<file path="src/rtl/branch_resolve_unit.sv">
// Branch resolve unit: latches ALU {z,n,v} flags and resolves conditional, optionally linking, branches.
// Optional BRANCH_STATS_EN adds saturating resolved/taken counters (stat_resolved, stat_taken).
//
// state    | meaning
// IDLE     | ready for a request, br_ready=1
// EVAL     | condition evaluated from flags_q; not taken resolves here
// LINK     | one-cycle register-file write of pc4 to LINK_REG
// REDIRECT | pc_sel pulse with latched target, taken resolution
module branch_resolve_unit #(
    parameter int DATA_W   = 32,
    parameter int LINK_REG = 31,
    parameter int CNT_W    = 16
) (
    input  logic              clk,
    input  logic              reset,
    input  logic              flag_we,
    input  logic              zin,
    input  logic              nin,
    input  logic              vin,
    input  logic              br_valid,
    output logic              br_ready,
    input  logic [2:0]        br_cond,
    input  logic              br_link,
    input  logic [DATA_W-1:0] pc4,
    input  logic [DATA_W-1:0] br_target,
    output logic [2:0]        flags_q,
    output logic              link_we,
    output logic [4:0]        link_addr,
    output logic [DATA_W-1:0] link_data,
    output logic              pc_sel,
    output logic [DATA_W-1:0] pc_target,
    output logic              br_done,
    output logic              br_taken
`ifdef BRANCH_STATS_EN
    ,
    output logic [CNT_W-1:0]  stat_resolved,
    output logic [CNT_W-1:0]  stat_taken
`endif
);

    localparam logic [1:0] IDLE     = 2'd0;
    localparam logic [1:0] EVAL     = 2'd1;
    localparam logic [1:0] LINK     = 2'd2;
    localparam logic [1:0] REDIRECT = 2'd3;

    localparam logic [4:0] LINK_ADDR = 5'(LINK_REG);

    if (CNT_W < 1 || DATA_W < 1) begin : g_bad_params
        $error("branch_resolve_unit: CNT_W and DATA_W must be at least 1");
    end

    logic [1:0]        state_q, state_d;
    logic [2:0]        flags_d;
    logic [2:0]        cond_q, cond_d;
    logic              link_q, link_d;
    logic [DATA_W-1:0] pc4_q, pc4_d;
    logic [DATA_W-1:0] target_q, target_d;
    logic              cond_met;

    // flags_q is {z, n, v}
    always_comb begin
        cond_met = 1'b0;
        case (cond_q)
            3'b000:  cond_met = 1'b0;
            3'b001:  cond_met = 1'b1;
            3'b010:  cond_met = flags_q[2];
            3'b011:  cond_met = !flags_q[2];
            3'b100:  cond_met = flags_q[1];
            3'b101:  cond_met = !flags_q[1] && !flags_q[2];
            3'b110:  cond_met = flags_q[0];
            3'b111:  cond_met = flags_q[1] || flags_q[2];
            default: cond_met = 1'b0;
        endcase
    end

    always_comb begin
        state_d  = state_q;
        cond_d   = cond_q;
        link_d   = link_q;
        pc4_d    = pc4_q;
        target_d = target_q;
        flags_d  = flag_we ? {zin, nin, vin} : flags_q;
        case (state_q)
            IDLE: begin
                if (br_valid) begin
                    cond_d   = br_cond;
                    link_d   = br_link;
                    pc4_d    = pc4;
                    target_d = br_target;
                    state_d  = EVAL;
                end
            end
            EVAL: begin
                if (!cond_met) begin
                    state_d = IDLE;
                end else if (link_q) begin
                    state_d = LINK;
                end else begin
                    state_d = REDIRECT;
                end
            end
            LINK:     state_d = REDIRECT;
            REDIRECT: state_d = IDLE;
            default:  state_d = IDLE;
        endcase
    end

    always_ff @(posedge clk) begin
        if (reset) begin
            state_q  <= IDLE;
            flags_q  <= 3'b000;
            cond_q   <= 3'b000;
            link_q   <= 1'b0;
            pc4_q    <= '0;
            target_q <= '0;
        end else begin
            state_q  <= state_d;
            flags_q  <= flags_d;
            cond_q   <= cond_d;
            link_q   <= link_d;
            pc4_q    <= pc4_d;
            target_q <= target_d;
        end
    end

    always_comb begin
        br_ready  = (state_q == IDLE);
        link_we   = 1'b0;
        link_addr = 5'd0;
        link_data = '0;
        pc_sel    = 1'b0;
        pc_target = '0;
        br_done   = 1'b0;
        br_taken  = 1'b0;
        case (state_q)
            EVAL: begin
                br_done = !cond_met;
            end
            LINK: begin
                link_we   = 1'b1;
                link_addr = LINK_ADDR;
                link_data = pc4_q;
            end
            REDIRECT: begin
                pc_sel    = 1'b1;
                pc_target = target_q;
                br_done   = 1'b1;
                br_taken  = 1'b1;
            end
            default: begin
                br_done = 1'b0;
            end
        endcase
    end

`ifdef BRANCH_STATS_EN
    logic [CNT_W-1:0] stat_resolved_q, stat_resolved_d;
    logic [CNT_W-1:0] stat_taken_q, stat_taken_d;

    always_comb begin
        stat_resolved_d = stat_resolved_q;
        stat_taken_d    = stat_taken_q;
        if (br_done && (stat_resolved_q != {CNT_W{1'b1}})) begin
            stat_resolved_d = stat_resolved_q + 1'b1;
        end
        if (br_done && br_taken && (stat_taken_q != {CNT_W{1'b1}})) begin
            stat_taken_d = stat_taken_q + 1'b1;
        end
    end

    always_ff @(posedge clk) begin
        if (reset) begin
            stat_resolved_q <= '0;
            stat_taken_q    <= '0;
        end else begin
            stat_resolved_q <= stat_resolved_d;
            stat_taken_q    <= stat_taken_d;
        end
    end

    assign stat_resolved = stat_resolved_q;
    assign stat_taken    = stat_taken_q;
`endif

endmodule

</file>
<file path="config.mk">
export PLATFORM = sky130hd
export DESIGN_NAME = branch_resolve_unit
export DESIGN_NICKNAME = d
export VERILOG_FILES = /design/src/rtl/branch_resolve_unit.sv
export SDC_FILE = /design/constraint.sdc
export NUM_CORES = 1
export LEC_CHECK = 0
export ABC_AREA = 1
export BUFFER_PORTS_ARGS = -buffer_cell sky130_fd_sc_hd__buf_4
export CORE_ASPECT_RATIO = 0.75
export CORE_UTILIZATION = 47
export CTS_BUF_LIST = sky130_fd_sc_hd__clkbuf_4 sky130_fd_sc_hd__clkbuf_8
export DETAILED_ROUTE_END_ITERATION = 8
export HOLD_SLACK_MARGIN = 0.05
export PLACE_DENSITY = 0.85
export SYNTH_ARGS = -nofsm -noshare
export SYNTH_HDL_FRONTEND = slang
export SYNTH_SLANG_ARGS = --single-unit
</file>
<file path="constraint.sdc">
create_clock -name clk -period 1.8 [get_ports clk]
set_input_delay 0.36 -clock clk [delete_from_list [all_inputs] [get_ports clk]]
set_output_delay 0.36 -clock clk [all_outputs]
set_load 0.02 [all_outputs]
</file>
; Yosys cells after proc, flatten, opt, wreduce, memory -nomap -nowiden
; Cells that the tools add are included.
[word_totals]
regBits = 73
output_inout_bits = 77
[classes]
mux = 11
n_reduce_logical = 8
n_eq_ne = 11
[ops]
columns = operator, n
row1 = $mux W32, 2
row2 = $eq A3 B3 Y1 const B, 4
row3 = $pmux W1 S8, 1
row4 = $pmux W2 S4, 1
row5 = $eq A3 B2 Y1 const B, 2
row6 = $mux W5, 1
row7 = $eq A2 B2 Y1 const B, 2
row8 = $mux W2, 2
row9 = $eq A3 B1 Y1 const B, 1
row10 = $logic_not A1 Y1, 3
row11 = $logic_not A3 Y1, 1
row12 = $mux W1, 3
row13 = $eq A2 B1 Y1 const B, 1
row14 = $logic_not A2 Y1, 1
row15 = $ne A2 B2 Y1 const B, 1
row16 = $pmux W1 S2, 1
row17 = $reduce_and A2 Y1, 1
row18 = $logic_and A1 B1 Y1, 1
row19 = $logic_or A1 B1 Y1, 1

; Logic depth before layout (Yosys ltp)
[logic_depth]
word_depth = 5
ltp_mapped = 8
ltp_nobuf = 8

; Worst setup path after synthesis
; No wires, ideal clock.
[synth_path]
path_kind = flip-flop to output port
from = reg (tool-made name)
to = out link_data[10]
path_stages_with_launch = 6
n_path_buf = 1
arrival_time_ns = 1.574
slack_ns = -0.134
cell_sequence = dfxtp_1 > inv_1 > nor2_1 > inv_1 > buf_2 > nor2_1
[synth_rtl]
columns = item, line_no
row1 = to (decl), 29  ; output logic [DATA_W-1:0] link_data,

==> out/results.ini <==
[synth]
yosys_warnings = 0
syn_avg_cell_area_um2 = 7.31
synth_cells = 413
ys_top_cells_by_area = dfxtp_1 (48%), o21ai_0 (12%), a21oi_1 (11%)
synth_top_area_share_pct = 48.4
syn_nets = 488
ys_types = 14
synth.cell_area_um2 = 3020
seq_area_frac_synth_pct = 48.4
yosys.area.top_type = dfxtp_1
ys_ff_latch = 73

[timing]
hold_viol_final = 0
period_needed_ns = 1.74
relSlewSlack_pct = 81.9
fin_worst_skew_ns = 0.00553
setup_violations = 0
setup_tns_ns = 0
worstMarginPinSlew_ns = 0.271
slew_violations = 0
min_period_over_period_pct = 96.8
max_freq_ghz = 0.574
rsz0062_at_grt = true

[placement]
finalWeightedCongestion = 0.753
dp_hpwl_um = 5030
port_buffers = 151
dpl.cell_count = 616

[hold_path]
worst_hold_path_type = input port to flip-flop

[cells_and_area]
drive_above_1_share_pct = 32.6
final_net_count = 624
stdcell_count = 630
area_growth_pct = 42.8
diodes = 0
post-route-util_pct = 71.8

[pwr]
power_frac_seq_pct = 48.4
clockPowerShare_pct = 25.5
p_int_mw = 2.78
comb_power_share_pct = 26.1
p_leak_nw = 2.01
switching_power_mw = 1.24
power_density_nw_per_um2 = 932
swShare_pct = 30.8
irDropWorstVdd_mv = 0.596

[floorplan]
start_util_pct = 50.3
core_area_um2 = 6010
chipHeight_um = 71.4
row_count = 24
dieArea_um2 = 6750
pin_count = 152
die_w_um = 94.5

[cts]
cts_sinks = 73
cts_root_buf = clkbuf_8
clockBufferDepth = 2
cts_tree = yes
clkTransAtPathRegs_ns = 0.07
htree_num_levels = 3
post-cts-setup-buffers = 0
cts_inserted_buffers = 9
insertion_delay_ns = 0.32

[global_routing]
grt_usage_pct = 21.4
antenna_found_initial = 0
overflow = 0
grt_max_degree = 73
grt_pass1_wl_um = 11500
grt_pass1_vias = 2777

[routing]
ant_nets = 0
wl_per_cell_um = 11.5
drtPass1Iterations = 4
drc = 0
totalWireLength_um = 7230
via_per_inst = 4.80
first_iter_violations = 112
vias = 3025

[critical_path]
crit_type = flip-flop to output port
endpoint_kind = output port
startpoint_type = flip-flop
arrival_ns = 1.38
cp_max_fo = 32
crit_required_ns = 1.44

[job]
cap_violations = 0

[status]
status = completed

[cell families (layout without fill, tap and decap cells)]
kind of cell	Yosys count	in the layout	share of synthesized area (%)
simple gates	94	94	12.1
flops	73	73	48.4
buf+inv	104	243	15.8
compound gates	142	142	23.6
[synthesized netlist by cell type]
cell type   n
o21ai_0    73
buf_6       7
nor2_4      1
o31ai_1     1
clkbuf_1   10
nor2_1     78
a21oi_1    68
dfxtp_1    73
nand3_1     3
buf_4       6
inv_1      71
nand2_1    11
nand2_2     1
buf_2      10
[cell type report]
type,count,area (um2)
well taps,78,97.6
multi-input cells,236,1090
clock inverters,4,22.5
inverters,71,267
repair buffers,158,1230
clock buffers,10,131
flip-flops and latches,73,1470
fillers,485,1690
[final timing paths]
path / from / to / slack, ns / cells after the start
min reg2reg: pc4_q[24] / pc4_q[24] / 0.45 / 2
min: nin / flags_q[1] / 0.26 / 3
max: flip-flop / link_data[27] / 0.06 / 6
max reg2reg: state_q[0] / pc4_q[27] / 0.41 / 5
[through the flow]
step	power (mW)	hold slack (ns)	area (um2)	setup slack, ns
global placement	2.98	0.438	4140	0.348
global route	4.27	0.257	4310	-0.0191
CTS	4.06	0.245	4300	0.0350
floorplan	2.68	0.430	3020	0.0595
detailed placement	3.02	0.445	4140	0.283
finish	4.02	0.260	4310	0.0581
[layer usage]
layer | GRT usage (%) | part of all wire, % | up-vias
li1 | - | - | 1556
met1 | 24.3 | 44 | 1337
met5 | 0 | 0 | -
met2 | 37.5 | 47 | 122
met4 | 7.74 | 1.2 | 0
met3 | 7.32 | 8.1 | 10
[power groups by stage]
stage	sequential (mW)	clock, mW	combinational (mW)
after floorplan	1.96	0	0.721
after global placement	1.96	0	1.02
after global routing	1.97	1.13	1.17
final	1.94	1.03	1.05
after detailed placement	1.98	0	1.04
after CTS	1.94	1.07	1.05
[timing repair]
action / CTS / global route
endpoints found under the setup margin: 50 / 31
hold endpoints to repair: 0 / 0
hold buffers: 0 / 0
resized for setup: 3 / 6
[worst max-delay path, stage by stage, from the launching register on]
cell	delay [ns]
dfxtp_4	0.37
inv_1	0.05
nor2_2	0.10
inv_1	0.07
buf_8	0.17
nor2_1	0.13
buf_4	0.16
[sequential cells by signal, indices dropped and copies added, names as in the netlist, named ones only]
signal	cells
state_q	1
cond_q	3
pc4_q	32
target_q	32
flags_q	3
link_q	1
[layout by cell type, fill, tap and decap left out]
master	instances
clkinv_2	3
o21ai_0	73
nor2_4	1
buf_4	153
buf_12	3
nand3_1	3
nand2_1	11
buf_6	1
nor2_1	76
o31ai_1	1
dfxtp_4	1
clkbuf_4	1
nor2_2	2
nand2_4	1
buf_8	1
dfxtp_1	69
inv_1	71
a21oi_1	68
dfxtp_2	3
clkbuf_8	9
clkinvlp_4	1
Note: power is estimated with default switching activity, not from simulation.
